<file path="src/rtl/uart_tx_arbiter.sv">
// rtl/uart_tx_arbiter.sv - round-robin, packet-locked sharing of one UART transmit byte port
// Optional lock timeout: define UART_TX_ARB_TIMEOUT_EN (adds LOCK_TIMEOUT parameter).
module uart_tx_arbiter #(
    parameter int NUM_REQ   = 4,
    parameter int BUSY_WAIT = 4
`ifdef UART_TX_ARB_TIMEOUT_EN
    ,
    parameter int LOCK_TIMEOUT = 1024
`endif
) (
    input  logic                 clk,
    input  logic                 rst,
    input  logic [NUM_REQ-1:0]   req_valid,
    input  logic [NUM_REQ*8-1:0] req_data,
    input  logic [NUM_REQ-1:0]   req_last,
    output logic [NUM_REQ-1:0]   req_ready,
    output logic [7:0]           uart_tx_data,
    output logic                 uart_tx_start,
    input  logic                 uart_tx_busy,
    output logic [NUM_REQ-1:0]   grant,
    output logic                 timeout_pulse
);

    localparam int PTR_W = $clog2(NUM_REQ);
    localparam int WC_W  = $clog2(BUSY_WAIT + 1);

    typedef enum logic [2:0] {
        S_IDLE,
        S_LOAD,
        S_START,
        S_WAIT_RISE,
        S_WAIT_FALL
    } state_t;

    state_t            state;
    logic [PTR_W-1:0]  rr_ptr;
    logic [PTR_W-1:0]  owner;
    logic [PTR_W-1:0]  pick;
    logic [PTR_W-1:0]  next_ptr;
    logic              pick_ok;
    logic              last_q;
    logic [WC_W-1:0]   wait_cnt;
    logic [7:0]        owner_data;
    logic              owner_valid;
    logic              owner_last;

    // First valid requester at or after the round-robin pointer, wrapping
    always_comb begin
        int j;
        j       = 0;
        pick    = '0;
        pick_ok = 1'b0;
        for (int k = 0; k < NUM_REQ; k++) begin
            j = int'(rr_ptr) + k;
            if (j >= NUM_REQ) j = j - NUM_REQ;
            if (!pick_ok && req_valid[j[PTR_W-1:0]]) begin
                pick_ok = 1'b1;
                pick    = j[PTR_W-1:0];
            end
        end
    end

    // Select the current owner's byte, valid and last flag
    always_comb begin
        owner_data  = '0;
        owner_valid = 1'b0;
        owner_last  = 1'b0;
        for (int k = 0; k < NUM_REQ; k++) begin
            if (owner == k[PTR_W-1:0]) begin
                owner_data  = req_data[8*k +: 8];
                owner_valid = req_valid[k];
                owner_last  = req_last[k];
            end
        end
    end

    // The released owner becomes lowest priority on the next arbitration
    assign next_ptr  = (owner == PTR_W'(NUM_REQ - 1)) ? '0 : owner + 1'b1;

    assign req_ready = (state == S_LOAD) ? (req_valid & grant) : '0;

`ifdef UART_TX_ARB_TIMEOUT_EN
    localparam int TO_W = $clog2(LOCK_TIMEOUT + 1);
    logic [TO_W-1:0] to_cnt;
`else
    assign timeout_pulse = 1'b0;
`endif

    // Arbitration and byte pacing state machine with registered outputs
    always_ff @(posedge clk) begin
        if (rst) begin
            state         <= S_IDLE;
            rr_ptr        <= '0;
            owner         <= '0;
            grant         <= '0;
            last_q        <= 1'b0;
            uart_tx_data  <= '0;
            uart_tx_start <= 1'b0;
            wait_cnt      <= '0;
`ifdef UART_TX_ARB_TIMEOUT_EN
            to_cnt        <= '0;
            timeout_pulse <= 1'b0;
`endif
        end else begin
            uart_tx_start <= 1'b0;
`ifdef UART_TX_ARB_TIMEOUT_EN
            timeout_pulse <= 1'b0;
`endif
            case (state)
                S_IDLE: begin
                    if (pick_ok && !uart_tx_busy) begin
                        owner <= pick;
                        grant <= NUM_REQ'(1) << pick;
                        state <= S_LOAD;
                    end
                end
                S_LOAD: begin
                    if (owner_valid) begin
                        uart_tx_data  <= owner_data;
                        last_q        <= owner_last;
                        uart_tx_start <= 1'b1;
                        state         <= S_START;
`ifdef UART_TX_ARB_TIMEOUT_EN
                        to_cnt        <= '0;
                    end else if (to_cnt == TO_W'(LOCK_TIMEOUT - 1)) begin
                        // Owner stalled too long mid-packet: force release
                        grant         <= '0;
                        rr_ptr        <= next_ptr;
                        timeout_pulse <= 1'b1;
                        to_cnt        <= '0;
                        state         <= S_IDLE;
                    end else begin
                        to_cnt        <= to_cnt + 1'b1;
`endif
                    end
                end
                S_START: begin
                    wait_cnt <= '0;
                    state    <= S_WAIT_RISE;
                end
                S_WAIT_RISE: begin
                    if (uart_tx_busy || wait_cnt == WC_W'(BUSY_WAIT - 1)) begin
                        state <= S_WAIT_FALL;
                    end else begin
                        wait_cnt <= wait_cnt + 1'b1;
                    end
                end
                S_WAIT_FALL: begin
                    if (!uart_tx_busy) begin
                        if (last_q) begin
                            grant  <= '0;
                            rr_ptr <= next_ptr;
                            state  <= S_IDLE;
                        end else begin
                            state  <= S_LOAD;
                        end
                    end
                end
                default: state <= S_IDLE;
            endcase
        end
    end

endmodule

</file>
<file path="config.mk">
export PLATFORM = sky130hd
export DESIGN_NAME = uart_tx_arbiter
export DESIGN_NICKNAME = d
export VERILOG_FILES = /design/src/rtl/uart_tx_arbiter.sv
export SDC_FILE = /design/constraint.sdc
export NUM_CORES = 1
export LEC_CHECK = 0
export ABC_AREA = 1
export CORE_ASPECT_RATIO = 1.2
export CORE_MARGIN = 2
export CORE_UTILIZATION = 45
export CTS_CLUSTER_DIAMETER = 80
export DETAILED_ROUTE_END_ITERATION = 12
export PLACE_DENSITY = 0.91
export SLEW_MARGIN = 20
export SYNTH_ARGS = -nofsm -noshare
export SYNTH_HDL_FRONTEND = slang
export SYNTH_SLANG_ARGS = --single-unit
</file>
<file path="constraint.sdc">
create_clock -name clk -period 2.4 [get_ports clk]
set_input_delay 0.48 -clock clk [delete_from_list [all_inputs] [get_ports clk]]
set_output_delay 0.48 -clock clk [all_outputs]
set_load 0.05 [all_outputs]
</file>
Yosys cells after proc, flatten, opt, wreduce, memory -nomap -nowiden
Index checks and enable logic that the tools add are counted.
- order comparisons: 8
- eq/ne operators: 14
- bitwise gates (word level): 3
- add/sub/neg operators: 9
- reductions and logical operators: 20
- multiplexer cells: 47
- shift-type cells: 1
- operators with widths (operator ; number):
    $mux 8 ; 4
    $mux 1 ; 18
    $mux 2 ; 9
    $mux 4 ; 4
    $mux 3 ; 5
    $pmux 3 s5 ; 1
    $lt 2x3->1 const B ; 4
    $ne 2x2->1 const B ; 6
    $eq 3x2->1 const B ; 3
    $ge 3x3->1 const B ; 3
    $bmux 1 s2 ; 4
    $pmux 4 s2 ; 1
    $reduce_and 4->1 ; 2
    $sub 2x1->2 const B ; 4
    $add 2x2->3 const B ; 2
    $pmux 3 s2 ; 1
    $reduce_and 2->1 ; 3
    $and 4x4->4 ; 1
    $eq 2x2->1 const B ; 2
    $logic_and 1x1->1 ; 4
    $logic_not 1->1 ; 4
    $reduce_bool 2->1 ; 2
    $shl 1x2->4 const A ; 1
    $add 2x1->3 const B ; 1
    other kinds (12) ; 13
- flip-flop bits (word level): 24

Depth between registers and ports, before layout
Gate-level depths: netlist (run 1).
- depth after elaboration: 17
- gate-level depth with buffers: 14
- depth with buffers taken out: 14

Worst setup path before layout (run 1)
OpenSTA, ideal clock, no wires.
- kind: flip-flop to output port
- start: register state[0]
- end: output req_ready[0]
- arrival: 1520 ps
- setup slack: 400 ps
- stages on the path, launching flop included: 5
- buffers on the path: 0
- path through: dfxtp_1 > inv_1 > nor3_1 > inv_1 > nor2_1
- longest elaborated chain between the ends: 2
- ends and longest elaborated chain (element ; line ; source):
    from (decl) ; 35 ; state_t state;
    from (signal assigned) ; 92 ; state <= S_IDLE;
    from (signal assigned) ; 114 ; state <= S_LOAD;
    from (signal assigned) ; 122 ; state <= S_START;
    $eq 3x1->1 ; 80 ; assign req_ready = (state == S_LOAD) ? (req_valid & grant) : '0;
    $mux 4 ; 80 ;
    to (decl) ; 16 ; output logic [NUM_REQ-1:0] req_ready,
Every way passes these cells.

Final worst setup path (run 1)
Ends and elaborated chain as after synthesis.

==> impl_metrics.py, run 1 <==
metrics = {
    "logic_synthesis": {
        "syn_avg_cell_area_um2": 6.71,
        "ys.warnings.count": 0,
        "synth_area_um2": 1760,
        "synth_edf_count": 0,
        "synthFlopType": "dfxtp_1",
        "async_reset_ff_frac": 0,
        "yosys.area.top_type": "dfxtp_1",
        "ys_top_cells_by_area": "dfxtp_1 27%, nand2_1 12%, a21oi_1 11%, nor2_1 5.3%, inv_1 4.9%",
        "synth.distinct_cells": 33,
        "synth_top_area_share": 0.273,
        "syn-num-nets": 311,
        "ys_seq_area_frac": 0.273,
        "syn_inst": 262,
        "synth_seq_cells": 24,
    },
    "routing": {
        "wl_per_cell_um": 12.6,
        "via_count": 1968,
        "dr.max_layer_used": "met4",
        "dr.first_iter.drc_count": 68,
        "dr.pass1.iters": 4,
        "wl_mm": 4.71,
        "met3_length_um": 351,
        "ant_nets": 0,
        "drc_errors": 0,
        "dr_wl_met2_mm": 2.42,
        "met1Wirelength_mm": 1.85,
        "viasPerCell": 5.28,
    },
    "power": {
        "intPower_mw": 1.07,
        "p_sw_frac": 0.461,
        "clockPowerShare": 0.136,
        "p_leak_nw": 1.08,
        "peakVddDrop_v": 0.000491,
        "seq_power_share": 0.286,
        "finalPower_mw": 1.98,
        "p_comb_frac": 0.578,
        "power.density_nw_per_um2": 797,
        "p_switching_mw": 0.914,
    },
    "timing": {
        "hold_violations": 0,
        "fin_crit_sh": 0.828,
        "clock.fmax_mhz": 503,
        "rsz0062_at_grt": "false",
        "slew-limit-headroom": 0.644,
        "skew_ps": 6.86,
        "setup-tns-final_ps": 0,
        "setup_viol": 0,
        "slew_viol_final": 0,
        "worstMarginPinSlew_ps": 532,
        "fin_crit_ps": 1990,
    },
    "placed_design": {
        "post-place-cells": 369,
        "gp_congestion": 0.923,
        "io_buffer_count": 59,
        "dp_hpwl_mm": 3.69,
    },
    "layout": {
        "fill_cells": 301,
        "syn_to_final_growth_pct": 41.5,
        "mostFrequentLayoutCell": "nand2_1",
        "nNetsFinal": 371,
        "most-common-layout-cells": "58 x nand2_1, 55 x clkdlybuf4s50_1, 38 x a21oi_1",
        "diodes": 0,
        "stdcell_count": 373,
        "post-route-util": 0.674,
        "drive_gt1_frac": 0.146,
    },
    "worst_setup_path": {
        "required_ps": 1920,
        "crit_family": "buffers and inverters",
        "cp-startpoint": "state[0]$_SDFFE_PP0P_",
        "cp_cell_sequence": "inv_1 -> nor3_1 -> buf_4 -> inv_1 -> nor2_1 -> buf_12",
        "worst-path-buf-inv": 4,
        "path_max_fanout": 4,
        "worst_setup_path_start_kind": "flop",
        "r2r-start": "owner[1]$_SDFFE_PP0P_",
        "path_class": "reg2out",
        "critPathMaxStageDelay_ps": 370,
        "cpMostUsedCell": "inv_1",
        "end_kind": "output port",
        "reg2regPathDepth": 11,
        "rrSetupSlack_ps": 480,
        "worstPathArrival_ps": 1510,
        "cp_slowest_cell": "dfxtp_1",
        "reg2reg_to": "uart_tx_data[6]$_SDFFE_PP0P_",
    },
    "global_routing": {
        "grt-ovfl-total": 0,
        "grt_pass1_vias": 1842,
        "grt_pass1_wl_mm": 8.15,
        "antenna_found_initial": 0,
        "grt_max_degree": 16,
        "grt_use_total": 0.238,
    },
    "clocking": {
        "htree_levels": 1,
        "clockBufferDepth": 2,
        "clk_latency_ps": 270,
        "cts.hold.buffers_added": 0,
        "cts_inserted_buffers": 3,
        "cts_tree": "done",
        "clock-root-buffer": "clkbuf_8",
        "cts.clk_slew.worst_paths_ps": 70,
        "cts_sinks": 24,
        "post-cts-setup-buffers": 0,
        "cts_resized": 0,
    },
    "floorplanning": {
        "fp.dieH_um": 72.5,
        "rows": 24,
        "die_w_um": 61.1,
        "dieArea_um2": 4430,
        "ios": 61,
        "start_util": 0.476,
        "core_area_um2": 3690,
    },
    "hold_path": {
        "min_from": "wait_cnt[2]$_SDFFE_PP0P_",
        "worstHoldPathType": "reg2reg",
        "whs_endpoint": "wait_cnt[2]$_SDFFE_PP0P_",
        "min_delay_path_depth": 2,
    },
    "flow_run": {
        "maxCapViolCount": 0,
    },
    "status": {
        "status": "finished, final reports clean",
    },
}
how the worst max path moves through the flow:
stage | endpoint | slack, ps | cells after the start
after CTS | req_ready[0] | 420 | 6
after global routing | uart_tx_data[6]$_SDFFE_PP0P_ | 210 | 10
after floorplan | req_ready[0] | 400 | 4
after detailed placement | grant[3]$_SDFFE_PP0P_ | 240 | 11
final | req_ready[0] | 410 | 6
after global placement | grant[1]$_SDFFE_PP0P_ | 270 | 11
synthesized netlist by cell type (2+ instances only):
library cell	instances
o211ai_1	4
a211oi_1	9
o21ai_1	3
nand3_1	14
a21oi_1	38
dfxtp_1	24
nand3_2	3
a21oi_2	2
inv_1	23
o21ai_0	6
nor3_1	2
nand4_1	2
buf_4	3
o21ai_2	3
nor2_2	2
nor2_1	25
nand2_2	7
clkbuf_1	3
inv_2	6
nand2_4	7
nand2_1	58
nor2_4	2
ha_1	6
sequential cells by signal, summed over array words and instances, names as in the netlist:
name,flops
grant,4
owner,2
rr_ptr,2
uart_tx_start,1
state,3
last_q,1
wait_cnt,3
uart_tx_data,8
worst reg2reg max path, stage by stage (launching register included):
cell     delay (ps)
dfxtp_1         390
inv_1            80
ha_1            350
nor2_4          170
nand2_1          60
nand2_1          60
nand3_1         100
nand2_1         100
nand2_2         110
inv_2           170
o21ai_0         120
a21oi_1         140
per-layer routing:
layer / global-route usage / up-vias
li1: - / 989
met1: 0.288 / 886
met2: 0.410 / 84
met3: 0.0517 / 9
met4: 0.0725 / 0
met5: 0 / -
power groups by stage:
stage / Combinational, mW / Sequential, mW / Clock [mW]
finish: 1.15 / 0.567 / 0.270
global placement: 1.11 / 0.570 / 0
CTS: 1.15 / 0.566 / 0.273
global route: 1.28 / 0.581 / 0.289
detailed placement: 1.14 / 0.574 / 0
floorplan: 0.641 / 0.733 / 0
cell type report:
class                   count  area (µm²)  share of cell area
inverters                  30         113              0.0452
repair buffers             63         661               0.265
flip-flops and latches     24         480               0.193
well taps                  52        65.1              0.0261
multi-input cells         200        1120               0.448
clock buffers               4        55.1              0.0221
cell families (layout without fill, tap and decap cells):
logic type               after synthesis  count (layout)  share of synthesized area
adder cells (fa/ha/maj)                6               6                     0.0427
AO/OA/AOI/OAI                         68              68                      0.226
buffers and inverters                 38              97                     0.0925
flip-flops                            24              24                      0.273
other                                  1               1                    0.00213
AND/OR/NAND/NOR                      125             125                      0.363
metrics by stage:
step / hold WS, ps / instance area (µm²) / setup WS (ps)
2_1_floorplan: 439 / 1760 / 400
3_3_place_gp: 458 / 2430 / 268
3_5_place_dp: 461 / 2430 / 240
4_1_cts: 474 / 2490 / 417
5_1_grt: 503 / 2490 / 213
6_report: 478 / 2490 / 414
No activity file was read; power rests on OpenSTA's default activity.
==> run 2, diff against run 1 <==
--- a/config.mk
+++ b/config.mk
@@ -8,10 +8,10 @@
 export ABC_AREA = 1
 export CORE_ASPECT_RATIO = 1.2
 export CORE_MARGIN = 2
-export CORE_UTILIZATION = 45
+export CORE_UTILIZATION = 41
 export CTS_CLUSTER_DIAMETER = 80
 export DETAILED_ROUTE_END_ITERATION = 12
-export PLACE_DENSITY = 0.91
+export PLACE_DENSITY = 0.88
 export SLEW_MARGIN = 20
 export SYNTH_ARGS = -nofsm -noshare
 export SYNTH_HDL_FRONTEND = slang
==> constraint.sdc (replaced) <==
create_clock -name clk -period 1.82 [get_ports clk]
set_input_delay 0.364 -clock clk [delete_from_list [all_inputs] [get_ports clk]]
set_output_delay 0.364 -clock clk [all_outputs]
set_load 0.05 [all_outputs]
==> impl_metrics.py, run 2 (synthesis results as in run 1) <==
metrics = {
    "status": {
        "status": "finished, final reports clean",
    },
    "layout": {
        "fill_cells": 364,
        "drive_gt1_frac": 0.258,
        "final_area_um2": 2600,
        "post-route-util": 0.619,
        "syn_to_final_growth_pct": 47.7,
        "multi_input_area_um2": 1160,
        "nNetsFinal": 380,
        "mostFrequentLayoutCell": "nand2_1",
        "regArea_um2": 483,
        "most-common-layout-cells": "58 x nand2_1, 38 x clkdlybuf4s50_1, 36 x a21oi_1",
        "top_register": "uart_tx_data",
        "diodes": 0,
        "reg_top3": "uart_tx_data (8), grant (4)",
        "largest_register_ffs": 8,
    },
    "worst_setup_path": {
        "reg2reg_to": "state[1]$_SDFFE_PP0P_",
        "path_max_fanout": 4,
        "path_class": "reg2out",
        "r2r-start": "rr_ptr[1]$_SDFFE_PP0P_",
        "rrSetupSlack_ps": 150,
        "worst_setup_path_start_kind": "flop",
        "required_ps": 1460,
        "reg2regPathDepth": 13,
        "worstPathArrival_ps": 1320,
        "end_kind": "output port",
    },
    "placed_design": {
        "io_buffer_count": 59,
        "dp_hpwl_mm": 3.91,
        "pre_cts_slack_ps": -197,
        "place_area_um2": 2470,
        "gp_congestion": 1.02,
    },
    "power": {
        "peakVddDrop_v": 0.000739,
        "p_comb_frac": 0.585,
        "seq_power_share": 0.278,
        "p_switching_mw": 1.28,
        "p_leak_nw": 1.19,
        "p_sw_frac": 0.470,
        "power.density_nw_per_um2": 1050,
        "clockPowerShare": 0.137,
        "intPower_mw": 1.44,
    },
    "global_routing": {
        "grt_pass1_vias": 1938,
        "grt_max_degree": 15,
        "grt_use_total": 0.221,
        "grt_pass1_wl_mm": 8.57,
        "antenna_found_initial": 0,
        "grt-ovfl-total": 0,
    },
    "clocking": {
        "cts_tree": "done",
        "cts_sinks": 24,
        "htree_levels": 1,
        "clk_latency_ps": 270,
        "cts_inserted_buffers": 3,
        "clock-root-buffer": "clkbuf_8",
        "post-cts-setup-buffers": 0,
        "cts.clk_slew.worst_paths_ps": 90,
        "clockBufferDepth": 2,
    },
    "routing": {
        "ant_nets": 0,
        "dr.pass1.iters": 4,
        "dr.first_iter.drc_count": 134,
        "wl_mm": 5.14,
        "wl_per_cell_um": 13.3,
        "viasPerCell": 5.21,
        "drc_errors": 0,
        "via_count": 2011,
    },
    "timing": {
        "skew_ps": 3.02,
        "hold_violations": 0,
        "setup_viol": 0,
        "slew_viol_final": 0,
        "fin_crit_sh": 0.923,
        "clock.fmax_mhz": 595,
        "rsz0062_at_grt": "true",
        "fin_ws_ps": 141,
        "fin_crit_ps": 1680,
    },
    "hold_path": {
        "worstHoldPathType": "reg2reg",
        "min_from": "wait_cnt[2]$_SDFFE_PP0P_",
        "whs_endpoint": "wait_cnt[2]$_SDFFE_PP0P_",
        "min_delay_path_depth": 2,
    },
    "floorplanning": {
        "fp.dieH_um": 75.8,
        "ios": 61,
        "rows": 26,
        "core_area_um2": 4200,
        "start_util": 0.419,
        "die_w_um": 63.8,
        "dieArea_um2": 4830,
    },
    "flow_run": {
        "maxCapViolCount": 0,
    },
}
[run 2: power by group through the flow]
stage,registers [mW],clock network [mW],logic (mW)
after global routing,0.774,0.400,1.75
final,0.756,0.372,1.59
after floorplan,0.966,0,0.845
after detailed placement,0.758,0,1.52
after global placement,0.755,0,1.49
after CTS,0.750,0.372,1.53
[run 2: worst max path at each step]
stage | start | to | cells after the start
finish | state[0]$_SDFFE_PP0P_ | req_ready[3] | 5
detailed placement | req_valid[1] | state[1]$_SDFFE_PP0P_ | 13
global placement | req_valid[1] | state[1]$_SDFFE_PP0P_ | 13
global route | rr_ptr[1]$_SDFFE_PP0P_ | grant[0]$_SDFFE_PP0P_ | 10
CTS | state[0]$_SDFFE_PP0P_ | req_ready[1] | 5
floorplan | state[0]$_SDFFE_PP0P_ | req_ready[0] | 4
[run 2: cell type report]
cell class / instances / share of cell area
multi-input cells: 200 / 0.447
repair buffers: 72 / 0.272
flip-flops and latches: 24 / 0.186
inverters: 30 / 0.0467
well taps: 56 / 0.0270
clock buffers: 4 / 0.0212
[run 2: metal layers]
metal  routed length, µm  part of all wire  up-vias  GRT usage
li1                    -                 -     1006          -
met1                2030              0.40      924      0.259
met2                2770              0.54       76      0.424
met3                 276             0.054        5     0.0236
met4                  61             0.012        0     0.0749
met5                   0                 0        -          0
[run 2: critical path, stage by stage (launching register included)]
cell     delay (ps)
dfxtp_1         380
inv_1            90
nor3_2          170
inv_2           110
nor2_2          150
buf_12          150
[run 2: stage by stage]
stage	instances	hold WS [ps]	setup TNS, ps	total power, mW
2_1_floorplan	262	439	-258	1.81
3_3_place_gp	382	457	-1160	2.25
3_5_place_dp	382	460	-2070	2.28
4_1_cts	386	477	0	2.65
5_1_grt	386	501	-12.7	2.92
6_report	386	474	0	2.72
[run 2: timing repair]
item | 4_1_cts | 5_1_grt
hold buffers | 0 | 0
setup endpoints to repair | 1 | 21
hold endpoints to repair | 0 | 0
pin swaps | 0 | 3
resized for setup | 1 | 23
